**src/rtl/rep3_encoder_tx_if.sv**
```systemverilog
// rtl/rep3_encoder_tx_if.sv - word-in / serial-beat-out bundle for the repetition-code transmitter
interface rep3_encoder_tx_if #(
  parameter int DATA_W = 8
);
  logic [DATA_W-1:0] in_data;
  logic              in_valid;
  logic              in_ready;
  logic              tx_bit;
  logic              tx_valid;
  logic              tx_ready;
  logic              tx_sob;
  logic              tx_last;
  logic              busy;

  modport master (
    output in_data, in_valid, tx_ready,
    input  in_ready, tx_bit, tx_valid, tx_sob, tx_last, busy
  );

  modport slave (
    input  in_data, in_valid, tx_ready,
    output in_ready, tx_bit, tx_valid, tx_sob, tx_last, busy
  );
endinterface

```
**src/rtl/rep3_encoder_tx.sv**
```systemverilog
// rtl/rep3_encoder_tx.sv - repetition-code transmitter, MSB-first, each bit sent REP times
module rep3_encoder_tx #(
  parameter int DATA_W = 8,
  parameter int REP    = 3
) (
  input  logic              clk,
  input  logic              rst,
  rep3_encoder_tx_if.slave  bus
);
  localparam int BW = (DATA_W > 1) ? $clog2(DATA_W) : 1;
  localparam int RW = (REP > 1) ? $clog2(REP) : 1;
  localparam logic [BW-1:0] BIT_MAX = BW'(DATA_W - 1);
  localparam logic [RW-1:0] REP_MAX = RW'(REP - 1);

  localparam logic [0:0] S_IDLE = 1'b0;
  localparam logic [0:0] S_SEND = 1'b1;

  logic [0:0]        state_q, state_d;
  logic [DATA_W-1:0] shift_q, shift_d;
  logic [BW-1:0]     bit_cnt_q, bit_cnt_d;
  logic [RW-1:0]     rep_cnt_q, rep_cnt_d;
  logic              tx_bit_q, tx_bit_d;
  logic              tx_valid_q, tx_valid_d;
  logic              tx_sob_q, tx_sob_d;
  logic              tx_last_q, tx_last_d;

  logic              beat;
  logic              in_ready;
  logic              accept;
  logic [DATA_W-1:0] shift_nx;
  logic [BW-1:0]     bit_inc;
  logic [RW-1:0]     rep_inc;

  assign beat     = tx_valid_q && bus.tx_ready;
  // Final beat being consumed frees the slot on the same edge: zero-bubble back-to-back words.
  assign in_ready = !rst && ((state_q == S_IDLE) || (beat && tx_last_q));
  assign accept   = bus.in_valid && in_ready;
  assign shift_nx = shift_q << 1;
  assign bit_inc  = bit_cnt_q + BW'(1);
  assign rep_inc  = rep_cnt_q + RW'(1);

  always_comb begin
    state_d    = state_q;
    shift_d    = shift_q;
    bit_cnt_d  = bit_cnt_q;
    rep_cnt_d  = rep_cnt_q;
    tx_bit_d   = tx_bit_q;
    tx_valid_d = tx_valid_q;
    tx_sob_d   = tx_sob_q;
    tx_last_d  = tx_last_q;
    if (accept) begin
      state_d    = S_SEND;
      shift_d    = bus.in_data;
      bit_cnt_d  = '0;
      rep_cnt_d  = '0;
      tx_bit_d   = bus.in_data[DATA_W-1];
      tx_valid_d = 1'b1;
      tx_sob_d   = 1'b1;
      tx_last_d  = (BIT_MAX == '0) && (REP_MAX == '0);
    end else if (beat) begin
      if (tx_last_q) begin
        state_d    = S_IDLE;
        bit_cnt_d  = '0;
        rep_cnt_d  = '0;
        tx_valid_d = 1'b0;
        tx_sob_d   = 1'b0;
        tx_last_d  = 1'b0;
      end else if (rep_cnt_q == REP_MAX) begin
        shift_d   = shift_nx;
        bit_cnt_d = bit_inc;
        rep_cnt_d = '0;
        tx_bit_d  = shift_nx[DATA_W-1];
        tx_sob_d  = 1'b1;
        tx_last_d = (bit_inc == BIT_MAX) && (REP_MAX == '0);
      end else begin
        rep_cnt_d = rep_inc;
        tx_sob_d  = 1'b0;
        tx_last_d = (bit_cnt_q == BIT_MAX) && (rep_inc == REP_MAX);
      end
    end
  end

  always_ff @(posedge clk) begin
    if (rst) begin
      state_q    <= S_IDLE;
      shift_q    <= '0;
      bit_cnt_q  <= '0;
      rep_cnt_q  <= '0;
      tx_bit_q   <= 1'b0;
      tx_valid_q <= 1'b0;
      tx_sob_q   <= 1'b0;
      tx_last_q  <= 1'b0;
    end else begin
      state_q    <= state_d;
      shift_q    <= shift_d;
      bit_cnt_q  <= bit_cnt_d;
      rep_cnt_q  <= rep_cnt_d;
      tx_bit_q   <= tx_bit_d;
      tx_valid_q <= tx_valid_d;
      tx_sob_q   <= tx_sob_d;
      tx_last_q  <= tx_last_d;
    end
  end

  assign bus.in_ready = in_ready;
  assign bus.tx_bit   = tx_bit_q;
  assign bus.tx_valid = tx_valid_q;
  assign bus.tx_sob   = tx_sob_q;
  assign bus.tx_last  = tx_last_q;
  assign bus.busy     = (state_q == S_SEND);
endmodule

```
**src/flat_wrapper.sv**
```systemverilog
// flat-port wrapper written by rule: the top's interface ports become plain ports
module rep3_encoder_tx_flat 
#(
  parameter int DATA_W = 8,
  parameter int REP    = 3
)
  (clk, rst, bus_in_data, bus_in_valid, bus_tx_ready, bus_in_ready, bus_tx_bit, bus_tx_valid, bus_tx_sob, bus_tx_last, bus_busy);
  rep3_encoder_tx_if #(.DATA_W(DATA_W)) bus_i ();
  input  logic clk;
  input  logic rst;
  input wire logic [$bits(bus_i.in_data)-1:0] bus_in_data;
  input wire logic [$bits(bus_i.in_valid)-1:0] bus_in_valid;
  input wire logic [$bits(bus_i.tx_ready)-1:0] bus_tx_ready;
  output wire logic [$bits(bus_i.in_ready)-1:0] bus_in_ready;
  output wire logic [$bits(bus_i.tx_bit)-1:0] bus_tx_bit;
  output wire logic [$bits(bus_i.tx_valid)-1:0] bus_tx_valid;
  output wire logic [$bits(bus_i.tx_sob)-1:0] bus_tx_sob;
  output wire logic [$bits(bus_i.tx_last)-1:0] bus_tx_last;
  output wire logic [$bits(bus_i.busy)-1:0] bus_busy;
  assign bus_i.in_data = bus_in_data;
  assign bus_i.in_valid = bus_in_valid;
  assign bus_i.tx_ready = bus_tx_ready;
  assign bus_in_ready = bus_i.in_ready;
  assign bus_tx_bit = bus_i.tx_bit;
  assign bus_tx_valid = bus_i.tx_valid;
  assign bus_tx_sob = bus_i.tx_sob;
  assign bus_tx_last = bus_i.tx_last;
  assign bus_busy = bus_i.busy;
  rep3_encoder_tx #(.DATA_W(DATA_W), .REP(REP)) u_core (.clk(clk), .rst(rst), .bus(bus_i));
endmodule
```
**config.mk**
```make
export PLATFORM = sky130hd
export DESIGN_NAME = rep3_encoder_tx_flat
export DESIGN_NICKNAME = d
export VERILOG_FILES = /design/src/rtl/rep3_encoder_tx_if.sv /design/src/rtl/rep3_encoder_tx.sv /design/src/flat_wrapper.sv
export SDC_FILE = /design/constraint.sdc
export NUM_CORES = 1
export LEC_CHECK = 0
export BUFFER_PORTS_ARGS = -buffer_cell sky130_fd_sc_hd__buf_2
export CAP_MARGIN = 40
export CORE_ASPECT_RATIO = 0.9
export CORE_MARGIN = 3
export CORE_UTILIZATION = 46
export CTS_CLUSTER_SIZE = 16
export DETAILED_ROUTE_END_ITERATION = 8
export PLACE_DENSITY_LB_ADDON = 0.15
export SLEW_MARGIN = 10
export SYNTH_ARGS = -nofsm -noshare
export SYNTH_HDL_FRONTEND = slang
export SYNTH_SLANG_ARGS = --single-unit
```
**constraint.sdc**
```tcl
create_clock -name clk -period 1.19 [get_ports clk]
set_clock_uncertainty 0.05 [all_clocks]
set_input_delay 0.1785 -clock clk [delete_from_list [all_inputs] [get_ports clk]]
set_output_delay 0.1785 -clock clk [all_outputs]
set_load 0.01 [all_outputs]
```
* After elaboration in Yosys (flattened, before gate mapping)
Index checks and enable logic that the tools add are counted.
** Storage, ports and cells
- Output and inout bits :: 6
- Input port bits :: 12
- Logic and storage cells :: 50
- Memories kept :: 0
- Bits in writable memories :: 0
- ROM bits :: 0
- Register bits :: 16
- Bits in latches :: 0
** Operators by class
- Bitwise gates (word level) :: 1
- Magnitude comparators :: 0
- Divide/modulo/power cells :: 0
- Reductions and logical operators :: 15
- Multiply operators :: 0
- Shift operators :: 0
- Equality and inequality tests :: 4
- $add $sub $neg :: 2
- Multiplexer cells :: 21
** Operator list (number)
- $mux W7 :: 4
- $mux W1 :: 13
- $reduce_bool A2 Y1 :: 4
- $mux W3 :: 2
- $logic_and A1 B1 Y1 :: 5
- $eq A2 B2 Y1 const B :: 2
- $mux W2 :: 2
- $reduce_and A2 Y1 :: 2
- $add A3 B1 Y3 const B :: 1
- $eq A3 B3 Y1 const B :: 1
- $reduce_and A3 Y1 :: 1
- $add A2 B1 Y2 const B :: 1
- $ne A2 B2 Y1 const B :: 1
- $reduce_or A2 Y1 :: 1
- $logic_not A1 Y1 :: 1
- $logic_or A1 B1 Y1 :: 1
- $not A1 Y1 :: 1

* Logic depth before layout (Yosys ltp)
Gate-level depths: netlist of run 1.
- Word-level depth :: 7
- Gate-level depth with buffers :: 5
- Mapped depth without buffers :: 5

* Least setup slack after synthesis of run 1
OpenSTA, ideal clock, no wires.
- Kind :: register -> register
- Start :: reg u_core.bit_cnt_q[0]
- End :: reg u_core.tx_last_q, in the netlist u_core.bus.tx_last
- Setup time :: 0.070 ns
- Required time :: 1.070 ns
- Period minus slack after synthesis :: 1.290 ns
- Buffers on the path :: 0
- Cell stages (with the launch flop) :: 6
- Arrival :: 1.170 ns
- Path slack :: -0.100 ns
- Path through :: dfxtp_1 -> ha_1 -> ha_1 -> nand2_1 -> or4_1 -> a21oi_1
** On the way
- Word-level cells in the longest chain between the ends :: 4
** RTL lines
- start, declared :: RTL line rep3_encoder_tx.sv:20 : logic [BW-1:0] bit_cnt_q, bit_cnt_d;
- start signal, assigned :: RTL line rep3_encoder_tx.sv:96 : bit_cnt_q <= bit_cnt_d;
- $eq A3 B3 Y1 :: RTL line rep3_encoder_tx.sv:78 : tx_last_d = (bit_cnt_q == BIT_MAX) && (rep_inc == REP_MAX);
- $logic_and A1 B1 Y1 :: RTL line rep3_encoder_tx.sv:78
- $mux W1 :: RTL line rep3_encoder_tx.sv:68 : end else if (rep_cnt_q == REP_MAX) begin
- $mux W1 :: RTL line rep3_encoder_tx.sv:61 : if (tx_last_q) begin
- end signal, assigned :: RTL line rep3_encoder_tx.sv:101 : tx_last_q <= tx_last_d;
- end, declared :: RTL line rep3_encoder_tx.sv:25 : logic tx_last_q, tx_last_d;
No other way between the ends.
A chain may end at the register's enable or synchronous reset.

* Worst setup path after layout of run 1
- Start :: reg u_core.state_q, in the netlist u_core.bus.busy
- End :: out bus_in_ready
** On the way
- Word-level cells in the longest chain between the ends :: 4
- Elaborated cells on any way between the ends :: 5
- Classes of those cells :: bitwise: 1; reduce/logical: 4
** RTL lines
- start, declared :: RTL line rep3_encoder_tx.sv:18 : logic [0:0] state_q, state_d;
- start signal, assigned :: RTL line rep3_encoder_tx.sv:94 : state_q <= state_d;
- $logic_and A1 B1 Y1 (2 in series)
- $logic_or A1 B1 Y1 * :: RTL line rep3_encoder_tx.sv:36 : assign in_ready = !rst && ((state_q == S_IDLE) || (beat && tx_last_q));
- $logic_and A1 B1 Y1 * :: RTL line rep3_encoder_tx.sv:36
- end, declared :: RTL line flat_wrapper.sv:14 : output wire logic [$bits(bus_i.in_ready)-1:0] bus_in_ready;
Every way passes the cells marked *; elsewhere a longest branch is shown, timed or not.

==> results of run 1 <==
flip-flops by register name (all words and copies together) (netlist names):
register and flops:
u_core.bus.tx_bit 1, u_core.shift_q 7, u_core.bus.busy 1, u_core.rep_cnt_q 2, u_core.bus.tx_last 1, u_core.bus.tx_sob 1
u_core.bit_cnt_q 3
synthesized netlist by cell type:
cell,count
a21bo_2,1
a21boi_2,1
a21oi_1,4
a311oi_1,7
a31oi_1,4
a41o_1,1
and4b_1,1
buf_1,1
buf_2,1
buf_4,2
clkbuf_1,2
dfxtp_1,16
ha_1,2
inv_1,3
nand2_1,9
nand2_2,1
nand2b_1,2
nand3_1,13
nand4b_1,1
nor2_1,1
nor3_1,7
nor3b_1,1
o21ai_0,7
o21ai_1,1
or3_1,1
or4_1,2
or4b_1,1
final cells by class:
cell class,instances,area (sq um)
inverter,3,11.3
timing repair buffer,39,290
tap,22,27.5
sequential,16,332
clock buffer,4,36.3
fill,101,305
multi-input combinational,68,510
kinds of logic (layout without fill, tap and decap cells):
| logic type | Yosys count | count (layout) | share of synthesized area [%] |
|---|---|---|---|
| AOI/OAI and AO/OA | 26 | 26 | 22.8 |
| and+or+nand+nor | 40 | 40 | 27.4 |
| adders and majority gates | 2 | 2 | 3.21 |
| DFF | 16 | 16 | 41.1 |
| buffers and inverters | 9 | 46 | 5.46 |
path summary, 6_finish.rpt:
kind | from | to | slack, ns | cells past startpoint
setup / recovery | u_core.bus.busy$_SDFFE_PP0P_ | bus_in_ready | -0.15 | 4
hold / removal | bus_in_valid | u_core.bus.busy$_SDFFE_PP0P_ | 0.13 | 3
setup reg to reg | u_core.bus.busy$_SDFFE_PP0P_ | u_core.shift_q[1]$_SDFFE_PP0P_ | -0.13 | 5
hold reg to reg | u_core.shift_q[4]$_SDFFE_PP0P_ | u_core.shift_q[5]$_SDFFE_PP0P_ | 0.44 | 2
critical path, stage by stage (launching register included):
cell,delay (ns)
dfxtp_4,0.36
a21boi_4,0.18
buf_6,0.11
nor2_1,0.03
buf_2,0.13
where the power goes:
part | switching [mW] | internal [mW] | total (mW)
registers | 0.0151 | 0.556 | 0.571
clock network | 0.185 | 0.187 | 0.371
logic | 0.0879 | 0.0927 | 0.181
metal layers:
| metal | wire, microns | share of wire, % | global-route usage, % | vias to the layer above |
|---|---|---|---|---|
| li1 | - | - | - | 429 |
| met1 | 1060 | 46 | 29.3 | 417 |
| met2 | 1090 | 48 | 36.9 | 24 |
| met3 | 128 | 5.6 | 7.92 | 2 |
| met4 | 10 | 0.44 | 4.97 | 0 |
| met5 | 0 | 0 | 0 | - |
what timing repair did:
item,CTS,global route
gates cloned,0,0
resized for setup,4,17
setup endpoints to repair,11,18
pin swaps,7,13
endpoints found under the hold margin,0,0
setup buffers,5,2
==> metrics, run 1 <==
initial core utilization 51.5%; All-Layer GR Usage 22.6%; final routed DRC violation total 0; share of layout cells above drive strength 1 50.0%; post-route cell area 1210 sq um; clock sinks 16; Critical Path AT 1.12 ns; total power 1.12 mW; final setup margin -0.154 ns; RSZ-0062 raised after global routing true; top cell type's share of synthesized area 41.1%; CP Class reg -> out; Setup TNS Final -1.25 ns; post-DP HPWL 1.47 mm; post-place setup slack -0.0868 ns; routability cong. between 0.8 and 0.9; Peak Freq 0.744 GHz; CTS H-tree depth 1; Crit Path Max Fanout 2; Avg Cell Area, Syn around 8.4 sq um; drt total wl roughly 2.3 mm; Core Region 1510 sq um; Initial DRT Pass Iterations 4; violated checks setup timing; vias per cell 5.74; VDD IR max 0.854 mV; fin cells 152; Net Count, Synth 107; ANT nets after route 0; Final Hold Viols 0; drt wl/cell 15.0 microns; Final Max Slew Viols 0; Post-CTS Hold Buffers 0; initial antenna violation count 0; status finished with violations; Slew @ Worst Pin 0.333 ns; Lkg Pwr 0.474 nW; cell count after synthesis 93; YS warnings 0; diode count 0; top cell type by total area after synthesis dfxtp_1; post-route core utilization 79.8%; first-pass GRT wire length 3.73 mm; min cycle time layout 1.34 ns; cts bufs inserted 3; Final nets between 100 and 150; most frequent cells in the layout buf_4, buf_2, dfxtp_1, nand2_1; commonest non-fill, non-tap cell in the layout buf_4; Netlist cell types 27; Die ar. 2230 sq um; Post-Syn Area 779 sq um; critical path endpoint category primary output; grt ovf 0; die width 49.4 microns; Die Height between 40 and 50 microns; Min-Delay Path Class in -> reg; largest net degree at the start of global routing 11; PwrDens 930 nW/um^2; clk_lat worst skew 0.30 ns; slew margin rel. 77.8%; startpoint types flop; final worst path period share 113%; Max Cap Violations 0; clock buffer depth 2; Hold Slack 0.130 ns; Clock Root Buffer clkbuf_4; Area growth, synth to finish 54.9%; DR vias 872; Seq cells post-synth 16; row cnt 13; Seq/Total Area, Yosys around two fifths; ranking of synthesized cells by area dfxtp_1, nand3_1, a311oi_1; Starting DRT DRC Count 14; Boundary Pins 18; DP Cell Count 143; Placed Instance Area 1030 sq um; clock-pin slew on the worst setup and hold paths 0.10 ns; CTS tree yes; Req. time, crit path 0.96 ns; via count of the first global-routing pass 854; # setup viols final 17; port buffer count 17
No activity file was read; power rests on OpenSTA's default activity.
==> run 2, diff against run 1 <==
==> constraint.sdc (replaced) <==
create_clock -name clk -period 1.19 [get_ports clk]
set_clock_uncertainty 0.05 [all_clocks]
set_input_delay 0.119 -clock clk [delete_from_list [all_inputs] [get_ports clk]]
set_output_delay 0.119 -clock clk [all_outputs]
set_load 0.01 [all_outputs]
==> run 2 against run 1 <==
The flow still finishes with violations (setup timing). Combinational power is 25% higher. Clock-buffer cell count stayed put. Fmax decreased by 3.3%. Sequential cell count unchanged. Die area stayed put. Cell count grew 0.66%. Clock power grew 5.9%. Largest cell class unchanged.
==> metrics, run 2 (synthesis gave the netlist of run 1 again) <==
status finished with violations; violated checks setup timing; Req. time, crit path 1.37 ns; post-route core utilization 87.3%; fin cells 153; Combinational Power Share a little under a fifth; post-place setup slack -0.0868 ns; most frequent cells in the layout buf_2, buf_4, dfxtp_1, nand3_2, buf_6; Post-CTS Hold Buffers 0; Min-Delay Path Class in -> reg; Crit Path Max Fanout 2; Sequential Power Share between 40% and 50%; startpoint types flop; Critical Path Start u_core.bit_cnt_q[1]$_SDFFE_PP0P_; Slew @ Worst Pin 0.520 ns; biggest regs u_core.shift_q (7), u_core.bit_cnt_q (3), u_core.rep_cnt_q (2); die width 49.4 microns; RSZ-0062 raised after global routing true; # setup viols final 15; final worst path period share 117%; CP Cell Sequence ha_4, ha_4, nand2_1, or4_1, a21oi_1; min cycle time layout 1.39 ns; grt ovf 0; initial antenna violation count 0; Multi-input gate area a little over 600 sq um; diode count 0; Final Hold Viols 0; Lkg Pwr between 0.4 and 0.5 nW; critical path endpoint category flop; commonest non-fill, non-tap cell in the layout buf_2; clock power share 32.9%; clk_lat worst skew 0.31 ns; Max Cap Violations 0; drt wl/cell roughly 20 microns; Switch Pwr 0.340 mW; Boundary Pins 18; Sw Ratio 28.5%; VDD IR max 0.998 mV; CP Class reg -> reg; RR Endpoint u_core.bus.tx_last$_SDFFE_PP0N_; slew margin rel. 65.4%; first-pass GRT wire length 4.24 mm; largest stage delay on the critical path roughly 0.4 ns; Clock Root Buffer clkbuf_4; r2r setup slk -0.20 ns; FF-to-FF Start u_core.bit_cnt_q[1]$_SDFFE_PP0P_; PwrDens 905 nW/um^2; P_int 0.854 mW; final setup margin -0.200 ns; Initial DRT Pass Iterations 4; register area 333 sq um; clock buffer depth 2; Fill cells 79; Critical Path AT 1.57 ns; port buffer count 17; Worst Setup EP u_core.bus.tx_last$_SDFFE_PP0N_; Die ar. 2230 sq um; clock sinks 16; Slowest-stage cell, CP or4_1; Starting DRT DRC Count 49; cts bufs inserted 3; initial core utilization 51.5%; Core Region 1510 sq um; CTS H-tree depth 1; drt total wl 3.14 mm; final routed DRC violation total 0; via count of the first global-routing pass 912; CTS tree yes; max reg flops 7; DP Cell Count 143; vias per cell 6.42; Die Height 45.1 microns; clock-pin slew on the worst setup and hold paths 0.11 ns; largest net degree at the start of global routing 11; DR vias 982; cell family with most CP delay simple AND/OR/NAND/NOR gates; ANT nets after route 0; Area growth, synth to finish 69.3%; All-Layer GR Usage 26.1%; most frequent CP cell ha_4; share of layout cells above drive strength 1 58.8%; routability cong. 0.809; CP bufs+invs 0; post-DP HPWL 1.47 mm; row cnt 13; Peak Freq 0.719 GHz; Most flops, register u_core.shift_q; Reg2Reg Depth 5; Final Max Slew Viols 0; Final nets 146; Stages on worst setup path 5
==> run 2: worst min-delay path by stage <==
stage                               from                        endpoint  slack [ns]  depth (start not counted)
final                     bus_in_data[2]  u_core.shift_q[2]$_SDFFE_PP0P_        0.09                          3
after global routing      bus_in_data[2]  u_core.shift_q[2]$_SDFFE_PP0P_        0.12                          3
after CTS                   bus_in_valid    u_core.bus.busy$_SDFFE_PP0P_        0.08                          3
after detailed placement    bus_in_valid    u_core.bus.busy$_SDFFE_PP0P_        0.37                          3
after global placement      bus_in_valid    u_core.bus.busy$_SDFFE_PP0P_        0.35                          3
after floorplan             bus_in_valid    u_core.bus.busy$_SDFFE_PP0P_        0.21                          2
==> run 2: routing by layer <==
metal / wire (microns) / part of all wire, % / global-route usage [%]
met5: 0 / 0 / 0
met3: 236 / 7.5 / 7.59
met4: 86 / 2.7 / 9.39
met1: 1300 / 41 / 31.6
met2: 1510 / 48 / 44.9
==> run 2: through the flow <==
step	total power, mW	hold WS [ns]	TNS, ns	area, sq um
after floorplan	0.654	0.209	-0.0568	818
after global placement	0.716	0.346	-0.110	1030
after detailed placement	0.721	0.367	-0.270	1030
after CTS	1.13	0.0794	-0.883	1210
after global routing	1.22	0.120	-2.04	1320
final	1.19	0.0878	-1.31	1320
==> run 2: cell type report <==
cell class / instances / area share (%)
Timing Repair Buffer: 39 / 23.4
Inverter: 3 / 0.853
Tap cell: 22 / 2.09
Multi-Input combinational cell: 69 / 45.7
Clock buffer: 4 / 2.75
Sequential cell: 16 / 25.2
==> run 2: power by group through the flow <==
stage                     sequential, mW  clock, mW  combinational [mW]
after global placement             0.582          0               0.134
final                              0.575      0.393               0.226
after CTS                          0.571      0.372               0.185
after detailed placement           0.583          0               0.138
after floorplan                    0.584          0              0.0697
after global routing               0.578      0.398               0.240
==> run 2: worst min-delay path: cells and delay by family <==
kind | cells | cell delay (ns)
and+or+nand+nor | 1 | 0.03
AOI/OAI and AO/OA | 1 | 0.17
buffers and inverters | 1 | 0.08
==> run 2: timing repair <==
action                     4_1_cts  5_1_grt
setup endpoints to repair       11       18
buffers inserted                 6        2
gates resized for setup         17       26
pin swaps                        9       16
hold endpoints to repair         0        0
gates cloned                     1        0
